$ cat src/rtl/demux_stream_router.sv
// rtl/demux_stream_router.sv - registered 1-to-N stream demux with per-channel output registers
// Optional packet mode locks the destination from the first beat until the last beat.
module demux_stream_router #(
  parameter int WIDTH       = 8,
  parameter int CHANNELS    = 4,
  parameter int SEL_W       = 2,
  parameter int PACKET_MODE = 0,
  parameter int CNT_W       = 8
) (
  input  logic                      clk,
  input  logic                      rst_n,
  input  logic [WIDTH-1:0]          in_data,
  input  logic [SEL_W-1:0]          in_sel,
  input  logic                      in_last,
  input  logic                      in_valid,
  output logic                      in_ready,
  output logic [CHANNELS*WIDTH-1:0] out_data,
  output logic [CHANNELS-1:0]       out_valid,
  input  logic [CHANNELS-1:0]       out_ready,
  output logic [CNT_W-1:0]          drop_cnt
);

  localparam logic [SEL_W:0] CH_LIM = (SEL_W+1)'(CHANNELS);

  typedef enum logic {
    IDLE   = 1'b0,
    LOCKED = 1'b1
  } state_t;

  state_t              state_q, state_d;
  logic [SEL_W-1:0]    lock_sel_q, lock_sel_d;
  logic [SEL_W-1:0]    eff_sel;
  logic                in_range;
  logic                ch_ready;
  logic                accept;
  logic [CHANNELS-1:0] hit;
  logic [CHANNELS-1:0] load;
  logic [CHANNELS-1:0] valid_q;
  logic [WIDTH-1:0]    data_q [CHANNELS];
  logic [CNT_W-1:0]    drop_q;

  // Ready is a function of the effective select and channel state only, never of in_valid.
  always_comb begin
    eff_sel  = ((PACKET_MODE != 0) && (state_q == LOCKED)) ? lock_sel_q : in_sel;
    in_range = ({1'b0, eff_sel} < CH_LIM);
    for (int k = 0; k < CHANNELS; k++) begin
      hit[k] = (eff_sel == SEL_W'(k));
    end
    ch_ready = |(hit & (~valid_q | out_ready));
    in_ready = in_range ? ch_ready : 1'b1;
    accept   = in_valid && in_ready;
    load     = accept ? hit : '0;
  end

  always_comb begin
    state_d    = state_q;
    lock_sel_d = lock_sel_q;
    if ((PACKET_MODE != 0) && accept) begin
      case (state_q)
        IDLE: begin
          if (!in_last) begin
            state_d    = LOCKED;
            lock_sel_d = in_sel;
          end
        end
        LOCKED: begin
          if (in_last) begin
            state_d = IDLE;
          end
        end
        default: state_d = IDLE;
      endcase
    end
  end

  always_ff @(posedge clk or negedge rst_n) begin
    if (!rst_n) begin
      state_q    <= IDLE;
      lock_sel_q <= '0;
    end else begin
      state_q    <= state_d;
      lock_sel_q <= lock_sel_d;
    end
  end

  // A load wins over a drain, so a simultaneous drain and refill keeps valid high.
  always_ff @(posedge clk or negedge rst_n) begin
    if (!rst_n) begin
      valid_q <= '0;
      for (int k = 0; k < CHANNELS; k++) begin
        data_q[k] <= '0;
      end
    end else begin
      for (int k = 0; k < CHANNELS; k++) begin
        if (load[k]) begin
          valid_q[k] <= 1'b1;
          data_q[k]  <= in_data;
        end else if (out_ready[k]) begin
          valid_q[k] <= 1'b0;
        end
      end
    end
  end

  always_ff @(posedge clk or negedge rst_n) begin
    if (!rst_n) begin
      drop_q <= '0;
    end else if (accept && !in_range && (drop_q != {CNT_W{1'b1}})) begin
      drop_q <= drop_q + CNT_W'(1);
    end
  end

  for (genvar g = 0; g < CHANNELS; g++) begin : g_out
    assign out_data[g*WIDTH +: WIDTH] = data_q[g];
  end

  assign out_valid = valid_q;
  assign drop_cnt  = drop_q;

endmodule
$ cat config.mk
export PLATFORM = sky130hd
export DESIGN_NAME = demux_stream_router
export DESIGN_NICKNAME = d
export VERILOG_FILES = /design/src/rtl/demux_stream_router.sv
export SDC_FILE = /design/constraint.sdc
export NUM_CORES = 1
export LEC_CHECK = 0
export ABC_AREA = 1
export BUFFER_PORTS_ARGS = -buffer_cell sky130_fd_sc_hd__buf_2
export CAP_MARGIN = 0
export CORE_UTILIZATION = 48
export DETAILED_ROUTE_END_ITERATION = 10
export PLACE_DENSITY = 0.9
export SLEW_MARGIN = 30
export SYNTH_ARGS = -nofsm -noshare
export SYNTH_HDL_FRONTEND = slang
export SYNTH_SLANG_ARGS = --single-unit
$ cat constraint.sdc
create_clock -name clk -period 1.22 [get_ports clk]
set_input_delay 0.183 -clock clk [delete_from_list [all_inputs] [get_ports clk]]
set_output_delay 0.183 -clock clk [all_outputs]
set_load 0.1 [all_outputs]
==> flow_summary.yaml <==
sta:
  min_period_ps: 1664
  rsz0062_at_grt: "yes"
  finalSetupViolations: 45
  slew_headroom_pct: 64.92
  final_max_slew_viol_count: 0
  worst_clock_skew_ps: 31.63
  hold_viol: 0
  final.period_utilization_pct: 136.4
  setup_slack_ps: -443.8
  fmax_mhz: 601.0
  worstMarginPinSlew_ps: 526.2
  hold_slack_ps: 139.9
setup_path:
  criticalPathCategory: "flop to flop"
  worst_ep_required_time_ps: 1450
  worst-path-max-fanout: 9
  kind_of_end_point_of_the_critical_path: "flop"
  critical_path.reg2reg.endpoint: "out_data[21]$_DFFE_PN0P_"
  r2r_slack_ps: -440
  critPathLaunchType: "flop"
  r2r_cells: 9
  worstPathArrival_ps: 1890
  crit-reg2reg-launch: "out_valid[0]$_DFFE_PN0P_"
floorplanning:
  initial_core_util_pct: 51.92
  floorplan.io_pins: 63
  die-height_um: 60.17
  floorplan.core_area_um2: 3128
  floorplan.die_area_um2: 3620
  core.rowCount: 20
  x_dimension_of_the_die_um: 60.17
routing:
  finalWirelength_mm: 9.037
  drt-pass1-iter-count: 7
  post-route-drc-count: 0
  routedWlPerCell_um: 28.69
  route.antenna.remaining_nets: 0
  drt_first_iter_violations: 401
  routed_via_density: 6.781
  route.vias.total: 2136
grt:
  grt_max_degree: 20
  number_of_global_route_vias_before_repair: 1985
  grt_first_pass_wirelength_mm: 11.15
  antenna_found_initial: 0
  globalRouteTotalUtil_pct: 44.53
  grt_overflow_total: 0
place:
  buffer_ports.inserted: 53
  place_congestion: 0.8275
  place.detailed.instances: 286
  hpwlAfterDp_mm: 3.697
  place_ws_ps: -235.6
power_and_ir_drop:
  share_comb_of_total_power_pct: 58.8
  power_density_over_cell_area_nw_per_um2: 2135
  clock_power_share_pct: 13.7
  p_int_mw: 3.111
  leakage_nw: 1.498
  seq_power_share_pct: 27.5
  swShare_pct: 52.34
  power_switching_mw: 3.417
  ir_worst_vdd_mv: 1.770
logic_synthesis:
  number_of_different_library_cells_in_the_post_synthesis_netlist: 14
  post_synth_inst_count: 180
  synth.yosys.warnings: 0
  synth.yosys.seq_area_share_pct: 55.47
  ys_seq_elements: 36
  netlist_area_um2: 1624
  synthesis.area_per_instance_um2: 9.023
flow_run:
  max_cap_viol_count: 0
outcome:
  violations: "setup timing"
  outcome: "complete, but fails checks"
finish:
  layout.cells.most_common_list: "40 x nand2_1, 40 x buf_12, 34 x nand2_2"
  n_antenna_cell: 0
  layout-drive-gt1-share_pct: 56.83
  n_fill_cell: 42
  nNetsFinal: 288
  layoutNonFillerInstCount: 315
  syn2layout_area_growth_pct: 88.29
min_path:
  hold_end: "out_data[26]$_DFFE_PN0P_"
  holdCritPathClass: "input pin to flop"
  worstHoldStart: "in_data[2]"
  worst_hold_depth: 3
cts:
  clock_path_buffers: 2
  cts-buffers-inserted: 5
  clkSlewWorstSetupHoldPaths_ps: 140
  root_buffer: "clkbuf_4"
  cts_sinks: 36
  htree_num_levels: 2
  worst_skew_pair.late_latency_ps: 370
  tritoncts: "yes"
## metal layers
metal	vias up	part of all wire, %	GRT usage, %
met5	-	0	1.587
met4	0	9.1	28.24
met3	102	13	19.70
met2	262	44	68.92
met1	1000	33	49.51
li1	772	-	-
## worst max path at each step
| stage | slack [ps] | to | start |
|---|---|---|---|
| final | -440 | out_data[21]$_DFFE_PN0P_ | out_valid[0]$_DFFE_PN0P_ |
| after global routing | -500 | out_data[5]$_DFFE_PN0P_ | out_valid[3]$_DFFE_PN0P_ |
| after CTS | -320 | in_ready | out_valid[1]$_DFFE_PN0P_ |
| after detailed placement | -240 | out_data[5]$_DFFE_PN0P_ | out_valid[1]$_DFFE_PN0P_ |
| after global placement | -80 | out_data[10]$_DFFE_PN0P_ | out_valid[2]$_DFFE_PN0P_ |
| after floorplan | -210 | out_data[10]$_DFFE_PN0P_ | out_valid[2]$_DFFE_PN0P_ |
## registers in the layout, summed over array words and instances, names as in the netlist
| signal | count |
|---|---|
| out_data | 32 |
| out_valid | 4 |
## per-stage QoR
stage	power, mW	utilization [%]	area (um^2)	setup TNS [ps]
after global routing	6.640	97.76	3058	-14940
final	6.528	97.76	3058	-13860
after detailed placement	5.136	82.16	2570	-5214
after global placement	5.044	82.16	2570	-2322
after CTS	6.087	92.60	2897	-7881
after floorplan	3.768	-	1684	-6781
## synth_stat cells
master    instances  area share [%]
conb_1            1            0.23
nor2_2            1            0.39
buf_6             3             2.1
dfrtp_1          36              55
clkinv_1          1            0.23
nand2_1          79              18
clkbuf_1          4            0.92
nand2_4           1            0.69
nand3_2           4             2.5
nand4_1          32              12
buf_4             8             3.7
inv_1             6             1.4
nor2_4            2             1.4
inv_2             2            0.46
## worst max-delay path, stage by stage, from the launching register on
cell and delay, ps:
dfrtp_4 510, nand2_2 80, nand2_1 90, nand2_2 90, inv_2 60, nand2_8 80
buf_4 210, nand3_4 170, nand2_1 150, nand2_1 80
## power groups by stage
stage	sequential (mW)	combinational, mW	clock (mW)
2_1_floorplan	3.31	0.462	0
3_3_place_gp	1.72	3.33	0
3_5_place_dp	1.73	3.41	0
4_1_cts	1.72	3.54	0.829
5_1_grt	1.80	3.91	0.927
6_report	1.80	3.84	0.892
## area by class of cell
| cell class | instances | area [um^2] | share of cell area [%] |
|---|---|---|---|
| clock buffer | 6 | 41.29 | 1.350 |
| clock inverter | 2 | 35.03 | 1.146 |
| inverter | 9 | 36.28 | 1.187 |
| multi-input combinational | 130 | 813.3 | 26.60 |
| sequential | 36 | 919.6 | 30.07 |
| tap | 44 | 55.05 | 1.800 |
| timing repair buffer | 88 | 1157 | 37.85 |
## timing repair
action                                  CTS  global route
pin swaps                                 5            17
hold buffers                              1             0
resized for setup                        24            42
endpoints found under the setup margin   41            43
endpoints found under the hold margin    17             0
gates cloned                              3             0
buffers inserted                         14             7
## cells by family after synthesis
| family | share of synthesized area, % |
|---|---|
| buf+inv | 8.782 |
| other cells | 0.2309 |
| simple gates | 35.52 |
| flops | 55.47 |
Power figures use the tool's default switching activity.
